`src/rtl/fft8_frame_loader.sv`:
```
// fft8_frame_loader: gathers a serial stream of DATA_W-bit samples into
// 8-sample frames and presents each complete frame in parallel on A0..A7.
// Two banks ping-pong, so one frame can fill while the other is held
// stable for the downstream FFT and its consumer.
//
// Handshakes (both sides): a transfer happens on a rising edge where valid
// and ready are both high. Valid never depends on ready on the same side.
// The source must hold in_data/in_valid while in_ready is low. A0..A7 stay
// stable while out_valid is high until the consumer raises out_ready.
module fft8_frame_loader #(
  parameter int DATA_W = 32,
  parameter int CNT_W  = 16
) (
  input  logic              clk,
  input  logic              rst,
  input  logic              in_valid,
  input  logic [DATA_W-1:0] in_data,
  output logic              in_ready,
  input  logic              flush,
  output logic              out_valid,
  input  logic              out_ready,
  output logic [DATA_W-1:0] A0,
  output logic [DATA_W-1:0] A1,
  output logic [DATA_W-1:0] A2,
  output logic [DATA_W-1:0] A3,
  output logic [DATA_W-1:0] A4,
  output logic [DATA_W-1:0] A5,
  output logic [DATA_W-1:0] A6,
  output logic [DATA_W-1:0] A7,
  output logic [2:0]        wr_idx,
  output logic [CNT_W-1:0]  frame_count
);

  logic [DATA_W-1:0] bank [0:1][0:7];
  logic [1:0]        full;
  logic              wr_bank;
  logic              rd_bank;
  logic              accept;
  logic              consume;

  // The write bank is free whenever it is not still waiting to be consumed.
  assign in_ready  = ~full[wr_bank];
  assign out_valid = full[rd_bank];
  // flush wins over a sample offered in the same cycle.
  assign accept    = in_valid & in_ready & ~flush;
  assign consume   = out_valid & out_ready;

  // Sample storage: the accepted sample lands in the next free slot of the fill bank.
  always_ff @(posedge clk or posedge rst) begin
    if (rst) begin
      for (int b = 0; b < 2; b++) begin
        for (int i = 0; i < 8; i++) begin
          bank[b][i] <= '0;
        end
      end
    end else if (accept) begin
      bank[wr_bank][wr_idx] <= in_data;
    end
  end

  // Pointer and full-flag bookkeeping. Completion and consume always touch
  // different banks: completion needs full[wr_bank]=0, consume needs full[rd_bank]=1.
  always_ff @(posedge clk or posedge rst) begin
    if (rst) begin
      full        <= 2'b00;
      wr_bank     <= 1'b0;
      rd_bank     <= 1'b0;
      wr_idx      <= 3'd0;
      frame_count <= '0;
    end else begin
      if (flush) begin
        wr_idx <= 3'd0;
      end else if (accept) begin
        if (wr_idx == 3'd7) begin
          full[wr_bank] <= 1'b1;
          wr_bank       <= ~wr_bank;
          wr_idx        <= 3'd0;
        end else begin
          wr_idx <= wr_idx + 3'd1;
        end
      end
      if (consume) begin
        full[rd_bank] <= 1'b0;
        rd_bank       <= ~rd_bank;
        frame_count   <= frame_count + CNT_W'(1);
      end
    end
  end

  // The read bank drives the frame outputs directly from registers.
  assign A0 = bank[rd_bank][0];
  assign A1 = bank[rd_bank][1];
  assign A2 = bank[rd_bank][2];
  assign A3 = bank[rd_bank][3];
  assign A4 = bank[rd_bank][4];
  assign A5 = bank[rd_bank][5];
  assign A6 = bank[rd_bank][6];
  assign A7 = bank[rd_bank][7];

endmodule

```
`config.mk`:
```
export PLATFORM = sky130hd
export DESIGN_NAME = fft8_frame_loader
export DESIGN_NICKNAME = d
export VERILOG_FILES = /design/src/rtl/fft8_frame_loader.sv
export SDC_FILE = /design/constraint.sdc
export NUM_CORES = 1
export LEC_CHECK = 0
export CAP_MARGIN = 20
export CELL_PAD_IN_SITES_DETAIL_PLACEMENT = 1
export CELL_PAD_IN_SITES_GLOBAL_PLACEMENT = 2
export CORE_MARGIN = 2
export CORE_UTILIZATION = 36
export DETAILED_ROUTE_END_ITERATION = 10
export GPL_TIMING_DRIVEN = 0
export HOLD_SLACK_MARGIN = 0.06
export PLACE_DENSITY = 0.79
export REMOVE_ABC_BUFFERS = 1
export SLEW_MARGIN = 0
export SYNTH_ARGS = -nofsm -noshare
export SYNTH_HDL_FRONTEND = slang
export SYNTH_SLANG_ARGS = --single-unit
```
`constraint.sdc`:
```
create_clock -name clk -period 16.8 [get_ports clk]
set_input_delay 1.68 -clock clk [delete_from_list [all_inputs] [get_ports clk]]
set_output_delay 1.68 -clock clk [all_outputs]
set_load 0.03 [all_outputs]
```
### Word-level counts from Yosys, hierarchy flattened

Index checks and enable logic that the tools add are counted.

* $add $sub $neg: 2
* order comparisons: 9
* eq/ne operators: 1
* muxes and demuxes: 23
* bitwise logic cells: 13
* reduce and logical (&&, ||, !) cells: 6

Operators with widths (number)
* 2-to-1 mux 256 bit: 4
* bitwise mux 512 bit: 1
* demux 256 bit (select 1 bit): 1
* demux 32 bit (select 3 bit): 1
* 2-to-1 mux 32 bit: 1
* adder 16 x 1 -> 16 bit (second input constant): 1
* 2-to-1 mux 3 bit: 3
* 2-to-1 mux 2 bit: 4
* 2-to-1 mux 1 bit: 6
* greater-or-equal comparator 2 bit (second input constant): 2
* greater-or-equal comparator 4 bit (second input constant): 1
* logical AND 1 bit: 4
* < comparator 1 x 2 -> 1 bit (second input constant): 2
* < comparator 4 x 1 -> 1 bit (second input constant): 1
* NOT 1 bit: 4
* NOT 1 -> 2 bit: 2
* NOT 3 -> 4 bit: 1
* adder 3 x 1 -> 3 bit (second input constant): 1
* AND 1 bit: 3
* == test 3 bit (second input constant): 1
* AND reduction 3 bit: 1
* AND 2 bit: 1
* demux 1 bit (select 1 bit): 2
* greater-or-equal comparator 1 bit (second input constant): 2
* 4 further kinds: 4

* register bits after elaboration: 535
* output and inout bits: 277
* word-level logic and storage cells: 75

### Longest topological paths before layout

Gate-level depths: netlist of the first run.

* word-level depth: 10
* depth in mapped cells: 6
* depth with buffers taken out: 5

### Worst setup path before layout of the first run

Ideal clock, no wire load.

* path kind: reg2out
* start point: reg rd_bank
* end point: out A5[0]
* arrival: 1.503 ns
* data required time: 15.120 ns
* path slack: 13.617 ns
* stages on the path, launching flop included: 5
* path through: dfrtp_1 buf_2 clkbuf_1 clkbuf_1 mux2_2

* cells in the longest elaborated chain, start to end: 4

Ends and longest elaborated chain
* from (decl): RTL line 37 `logic rd_bank;`
* from (signal assigned): RTL line 84 `rd_bank <= ~rd_bank;`
* NOT 1 -> 2 bit (not written as such): RTL line 96 `assign A5 = bank[rd_bank][5];`
* 2-to-1 mux 256 bit (3 in a row)
* to (decl): RTL line 27 `output logic [DATA_W-1:0] A5,`

No other way between the ends. The select of a mux whose other input is x is not followed.

### Worst setup path after layout of the first run

* start point: reg rd_bank
* end point: out A0[24]

* cells in the longest elaborated chain, start to end: 4

Ends and longest elaborated chain
* NOT 1 -> 2 bit (not written as such): RTL line 91 `assign A0 = bank[rd_bank][0];`
* 2-to-1 mux 256 bit (3 in a row)
* to (decl): RTL line 22 `output logic [DATA_W-1:0] A0,`

No other way between the ends. The select of a mux whose other input is x is not followed.

==> summary.txt, run 1 <==
Clocking
  – CTS Root Cell: clkbuf_16
  – Post-CTS Resized: 0
  – Clock transition at path regs: 0.06 ns
  – CTS Buffer Depth: 3
  – Setup Fix Bufs, Post-CTS: 0
  – CTS Buf Count: 58
  – Clock sink count: 535
  – Clk Latency, worst-skew pair: 0.61 ns
  – Hold buffer count at cts: 0
  – H-tree levels: 2
  – Clock tree from TritonCTS: yes

Global route
  – First-pass GRT wire length: 96100 um
  – Congestion Overflow GR: 0
  – GRT Overall Usage: 18.8%
  – Vias in the first global route: 15200
  – Largest net degree at the start of global routing: 137
  – Initial antenna violation count: 0

Pwr
  – Switching fraction of total power: 26.9%
  – Seq pwr share: 42.2%
  – Sw power: 901 uW
  – Max VDD drop: 0.0710 mV
  – Lkg Pwr: 0.0141 uW
  – Comb pwr share: 18.0%
  – Pint: 2450 uW
  – Clock power share: 39.8%
  – PwrDens: 112 nW/um2

Critical path
  – Crit Path Category: reg2out
  – Reg2reg setup slack: 13.87 ns
  – Reg2reg start: wr_idx[0]
  – R2R Path End: bank[286]
  – Worst-path fanout max: 63
  – Worst path max stage delay: 0.76 ns
  – Startpoint Class: flip-flop
  – Crit-path cells: buf_16 > buf_16 > mux2_2 > clkdlybuf4s50_1
  – Critical path's slowest cell: dfrtp_4
  – Most used cell, CP: buf_16
  – Worst Setup End Kind: primary output
  – Worst Path Arrival: 3.28 ns
  – Depth of the worst register-to-register path: 4
  – WP data required: 15.12 ns

Placement
  – Placer Congestion: 0.716
  – DP HPWL: 41100 um
  – Port Buffer Count: 313

Route
  – Vias post-DR: 13500
  – First drt pass iteration count: 4
  – DR DRC count: 0
  – Post-route ant nets: 0
  – Post-DR wirelength/cell: 23.1 um
  – Routed Wire Length: 62800 um
  – Vias per cell: 4.99
  – First-iteration detailed-routing DRC count: 583

Timing
  – Max Slew Vio Count: 0
  – RSZ-0062 raised after global routing: false
  – Worst-Margin Slew: 1.04 ns
  – Worst Hold Slack: 0.478 ns
  – Worst Skew: 0.0234 ns
  – Peak Freq: 202 MHz
  – Fin crit share: 29.5%
  – Final setup viols: 0
  – Hold Fails Final Rpt: 0
  – Worst rel slew slack: 30.4%
  – Final period demand of the worst path: 4.96 ns

Worst hold path
  – Worst Hold Launch: frame_count[15]
  – Worst min path class: reg2reg
  – WHS Path Cells: 1
  – Hold Path Sink: frame_count[15]

Die
  – Row count: 93
  – I/O pins: 314
  – Die X-Extent: 258 um
  – Area of the core: 64200 um2
  – Die Y: 258 um
  – Initial core utilization: 36.3%
  – Total die area: 66800 um2

Layout
  – N_diodes: 0
  – Area grow syn2layout: 28.1%
  – Share of layout cells above drive strength 1: 46.6%
  – Post-Route Utilization: 46.5%
  – Final #Nets: 1849

Logic synthesis
  – Synth Warn #: 0
  – Flops & latches, synth: 535
  – Post-synth ARST share: 100%
  – Synth Instances: 1516
  – Unique masters post-synth: 38
  – Most common flop cell mapped by yosys: dfrtp_1
  – Sequential fraction of the synthesis area: 57.4%
  – Area of the mapped netlist: 23300 um2
  – Number of flops mapped to enable cells by yosys: 0
  – Mean Syn Cell Area: 15.4 um2

Run status
  – Status: complete, no violations

Flow run
  – Max-Cap Viols: 0
[sequential cells by signal, summed over array words and instances (netlist names)]
signal	cells
wr_bank	1
bank	512
frame_count	16
wr_idx	3
full	2
rd_bank	1
[layer usage]
layer / track usage, % / wire (um) / vias up
li1: - / - / 6029
met1: 24.2 / 27300 / 7196
met2: 32.2 / 31200 / 244
met3: 4.66 / 3230 / 73
met4: 4.00 / 1060 / 0
met5: 0 / 0 / -
[through the flow]
step	power, uW	TNS [ns]	worst slack (ns)	cells	area (um2)
after floorplan	1780	0	0.168	1401	22800
after global placement	2020	-2935.72	-5.59	2569	27000
after detailed placement	2050	0	12.26	2604	27800
after CTS	3400	0	11.83	2714	29900
after global routing	3490	0	11.73	2714	29900
final	3350	0	11.84	2714	29900
[layout by cell type, fill, tap and decap left out, types with 3 or more instances in the layout]
cell type,Yosys,routed
a21oi_1,4,4
mux2_2,711,711
nor3_4,2,6
bufinv_16,0,5
xnor2_1,14,14
buf_16,0,18
nand4_1,3,3
ha_1,3,3
and4_1,3,3
nand2_1,12,12
a31oi_1,3,3
nand3_1,12,9
nor2_1,3,3
clkbuf_16,0,61
clkinv_2,0,11
nand3_4,0,5
and3_1,4,4
clkbuf_1,41,11
clkbuf_8,0,16
clkinvlp_4,0,4
clkdlybuf4s50_1,0,313
dfrtp_1,535,534
mux2_1,59,59
buf_8,0,13
[cell families after synthesis]
group | Yosys count | share of synthesized area, %
simple gates | 63 | 1.94
compound gates | 11 | 0.274
mux | 771 | 37.2
buf+inv | 118 | 2.38
fa+ha+maj | 3 | 0.161
xor+xnor | 15 | 0.564
flops | 535 | 57.4
[cell usage after synthesis (3+ instances only)]
master | instances | area (um2)
buf_1 | 6 | 22.5
and4_1 | 3 | 26.3
clkbuf_1 | 41 | 154
and3_1 | 4 | 25.0
nand3_2 | 3 | 30.0
a31oi_1 | 3 | 18.8
nor2_1 | 3 | 11.3
inv_1 | 3 | 11.3
dfrtp_1 | 535 | 13400
nand4_1 | 3 | 18.8
ha_1 | 3 | 37.5
mux2_2 | 711 | 8010
xnor2_1 | 14 | 123
nor3_2 | 4 | 40.0
nand2_1 | 12 | 45.0
buf_2 | 57 | 285
nand3_1 | 12 | 60.1
buf_4 | 11 | 82.6
a21oi_1 | 4 | 20.0
mux2_1 | 59 | 664
[worst max-delay path: cells and delay by family, from the launching register on]
family,cells,cell delay [ns]
DFF,1,0.76
buffers and inverters,3,1.36
muxes,1,0.39
[power groups by stage]
stage	sequential (uW)	combinational [uW]	clock (uW)
6_report	1420	602	1340
5_1_grt	1430	635	1430
4_1_cts	1420	612	1380
3_5_place_dp	1440	608	0
3_3_place_gp	1430	591	0
2_1_floorplan	1430	358	0
[area by class of cell]
cell class | count | area, um2
fillers | 6268 | 34400
flip-flops and latches | 535 | 13400
clock buffers | 88 | 1790
well taps | 855 | 1070
inverters | 3 | 18.8
repair buffers | 348 | 3890
multi-input cells | 863 | 9450
clock inverters | 22 | 253
[worst max path at each step]
stage	end	cells after the start	start	slack, ns
final	A0[24]	4	rd_bank	11.84
after global routing	A2[24]	4	rd_bank	11.73
after CTS	A1[2]	4	rd_bank	11.83
after detailed placement	bank[286]	7	flush	12.26
after global placement	bank[225]	2	rst	-5.59
after floorplan	bank[0]	1	rst	0.17
(Power assumes the default switching activity.)
==> run 2, diff against run 1 <==
--- a/config.mk
+++ b/config.mk
@@ -9,11 +9,11 @@
 export CELL_PAD_IN_SITES_DETAIL_PLACEMENT = 1
 export CELL_PAD_IN_SITES_GLOBAL_PLACEMENT = 2
 export CORE_MARGIN = 2
-export CORE_UTILIZATION = 36
+export CORE_UTILIZATION = 40
 export DETAILED_ROUTE_END_ITERATION = 10
 export GPL_TIMING_DRIVEN = 0
 export HOLD_SLACK_MARGIN = 0.06
-export PLACE_DENSITY = 0.79
+export PLACE_DENSITY = 0.83
 export REMOVE_ABC_BUFFERS = 1
 export SLEW_MARGIN = 0
 export SYNTH_ARGS = -nofsm -noshare
==> constraint.sdc (replaced) <==
create_clock -name clk -period 4.71 [get_ports clk]
set_input_delay 0.471 -clock clk [delete_from_list [all_inputs] [get_ports clk]]
set_output_delay 0.471 -clock clk [all_outputs]
set_load 0.03 [all_outputs]
==> run 2 against run 1 <==
  * Critical path depth unchanged
  * Worst hold slack got worse by 0.16 ns
  * Sequential power increased to 3.6 times the previous value
  * Setup slack got worse by 11 ns
  * Highest routed layer unchanged
==> summary.txt, run 2 (synthesis gave the netlist of run 1 again) <==
Timing
  – Worst rel slew slack: 28.9% (-1.5 points)
  – Hold Fails Final Rpt: 0 (unchanged)
  – Worst-Margin Slew: 1.07 ns (+0.0220 ns)
  – Max Slew Vio Count: 0 (unchanged)
  – Final setup viols: 0 (unchanged)
  – Fin crit share: 77.7%
  – Peak Freq: 273 MHz
  – RSZ-0062 raised after global routing: false
  – Final setup margin: 1.05 ns (-10.79 ns)
  – Worst Skew: 0.0164 ns (-0.00703 ns)
  – Final period demand of the worst path: 3.66 ns

Die
  – Initial core utilization: 40.4% (+4.1 points)
  – Total die area: 60200 um2 (-9.9%)
  – I/O pins: 314 (unchanged)
  – Row count: 88 (-5.4%)
  – Area of the core: 57700 um2 (-10%)
  – Die Y: 245 um (-5.1%)
  – Die X-Extent: 245 um (-5.1%)

Critical path
  – Worst Setup End Kind: primary output
  – WP data required: 4.24 ns (-10.88 ns)
  – Worst-path fanout max: 57 (-9.5%)
  – Startpoint Class: flip-flop
  – Crit Path Category: reg2out
  – Worst Path Arrival: 3.19 ns (-0.09 ns)

Pwr
  – Switching fraction of total power: 26.7% (-0.16 points)
  – Seq pwr share: 42.6% (+0.4 points)
  – Sw power: 3160 uW (+250%)
  – Pint: 8680 uW (+250%)
  – Clock power share: 39.3% (-0.5 points)
  – Max VDD drop: 0.255 mV (+260%)
  – Comb pwr share: 18.1% (about the same)
  – Lkg Pwr: 0.0141 uW (about the same)
  – PwrDens: 398 nW/um2 (+250%)

Clocking
  – CTS Root Cell: clkbuf_16
  – H-tree levels: 2 (unchanged)
  – Clock tree from TritonCTS: yes
  – Hold buffer count at cts: 0 (unchanged)
  – CTS Buf Count: 57 (-1.7%)
  – Clk Latency, worst-skew pair: 0.61 ns (about the same)
  – Post-CTS Resized: 0 (unchanged)
  – Setup Fix Bufs, Post-CTS: 0 (unchanged)
  – CTS Buffer Depth: 3 (unchanged)
  – Clock transition at path regs: 0.06 ns (about the same)
  – Clock sink count: 535 (unchanged)

Layout
  – Fin area: 29800 um2 (-0.28%)
  – Commonest cells after routing, fill and taps aside: mux2_2, dfrtp_1, clkdlybuf4s50_1, mux2_1, clkbuf_16
  – N_diodes: 0 (unchanged)
  – Final std cells w/o fill: 2627 (-3.2%)
  – Share of layout cells above drive strength 1: 46.5% (-0.18 points)
  – Post-Route Utilization: 51.6% (+5.1 points)
  – Biggest regs: bank x512, frame_count x16, wr_idx x3
  – Biggest register: bank
  – Final #Nets: 1853 (+0.22%)
  – Area grow syn2layout: 27.7%
  – Most common cell after layout, fill and taps aside: mux2_2
  – Max reg flops: 512 (unchanged)

Placement
  – Port Buffer Count: 313 (unchanged)
  – Placed inst area: 27800 um2 (about the same)
  – Placer Congestion: 0.710 (-0.81%)
  – Inst Count DP: 2519 (-3.3%)
  – Pre-CTS setup slack: 1.51 ns (-10.75 ns)
  – DP HPWL: 40600 um (-1.2%)

Global route
  – Largest net degree at the start of global routing: 137 (unchanged)
  – Met1 Usage GRT: 28.3% (+4.0 points)
  – Met2 usage: 35.4% (+3.2 points)
  – Vias in the first global route: 15300 (+0.34%)
  – Grt met3 use: 4.29% (-0.37 points)
  – Initial antenna violation count: 0 (unchanged)
  – Most Crowded Layer GR: met2
  – Congestion Overflow GR: 0 (unchanged)
  – First-pass GRT wire length: 96000 um (-0.17%)
  – GRT Overall Usage: 21.1% (+2.3 points)

Route
  – First-iteration detailed-routing DRC count: 430 (-26%)
  – Vias per cell: 5.17 (+3.6%)
  – First drt pass iteration count: 4 (unchanged)
  – Routed Wire Length: 63300 um (+0.80%)
  – Post-route ant nets: 0 (unchanged)
  – DR DRC count: 0 (unchanged)
  – Post-DR wirelength/cell: 24.1 um (+4.1%)
  – Vias post-DR: 13600 (+0.32%)

Run status
  – Status: complete, no violations

Flow run
  – Max-Cap Viols: 0 (unchanged)

Worst hold path
  – Worst min path class: in2async
run 2: cell types whose count changed in the layout (fill, tap and decap cells not counted), sizes merged:
cell      delta
clkinv       -3
inv          +1
buf          +5
clkbuf       +3
clkinvlp     -3
run 2: area by class of cell:
class	instances	area, um2
clock inverter	17	216
inverter	3	18.8
multi-input combinational	863	9460
sequential	535	13400
fill	5508	27900
timing repair buffer	353	3980
clock buffer	91	1760
tap	765	957
run 2: path summary, 6_finish.rpt:
check | startpoint | to | slack (ns) | cells after the start
min in group clk | frame_count[15] | frame_count[15] | 0.48 | 1
setup / recovery | rd_bank | A0[24] | 1.05 | 4
max in group asynchronous | rst | rd_bank | 2.77 | 4
setup reg to reg | wr_idx[0] | bank[159] | 1.67 | 3
hold / removal | rst | bank[473] | 0.32 | 2
hold reg to reg | frame_count[15] | frame_count[15] | 0.48 | 1
run 2: critical path, stage by stage (launching register included):
cell and delay (ns):
dfrtp_4 0.79, buf_16 0.33, buf_16 0.33, mux2_2 0.39
clkdlybuf4s50_1 0.67
run 2: metrics by stage:
step,TNS (ns),power (uW),hold slack [ns]
2_1_floorplan,-6362.98,6370,0.452
3_3_place_gp,-,7210,0.462
3_5_place_dp,0,7290,0.467
4_1_cts,0,12000,0.315
5_1_grt,0,12300,0.337
6_report,0,11800,0.321
run 2: power groups by stage:
stage	logic (uW)	clock network, uW	registers [uW]
2_1_floorplan	1280	0	5090
6_report	2140	4650	5050
4_1_cts	2180	4790	5050
5_1_grt	2260	4960	5090
3_3_place_gp	2100	0	5110
3_5_place_dp	2160	0	5130
run 2: per-layer routing:
layer / part of all wire [%] / routed length (um)
met1: 44 / 28100
met4: 1.8 / 1170
met3: 4.6 / 2910
met2: 49 / 31100
met5: 0 / 0
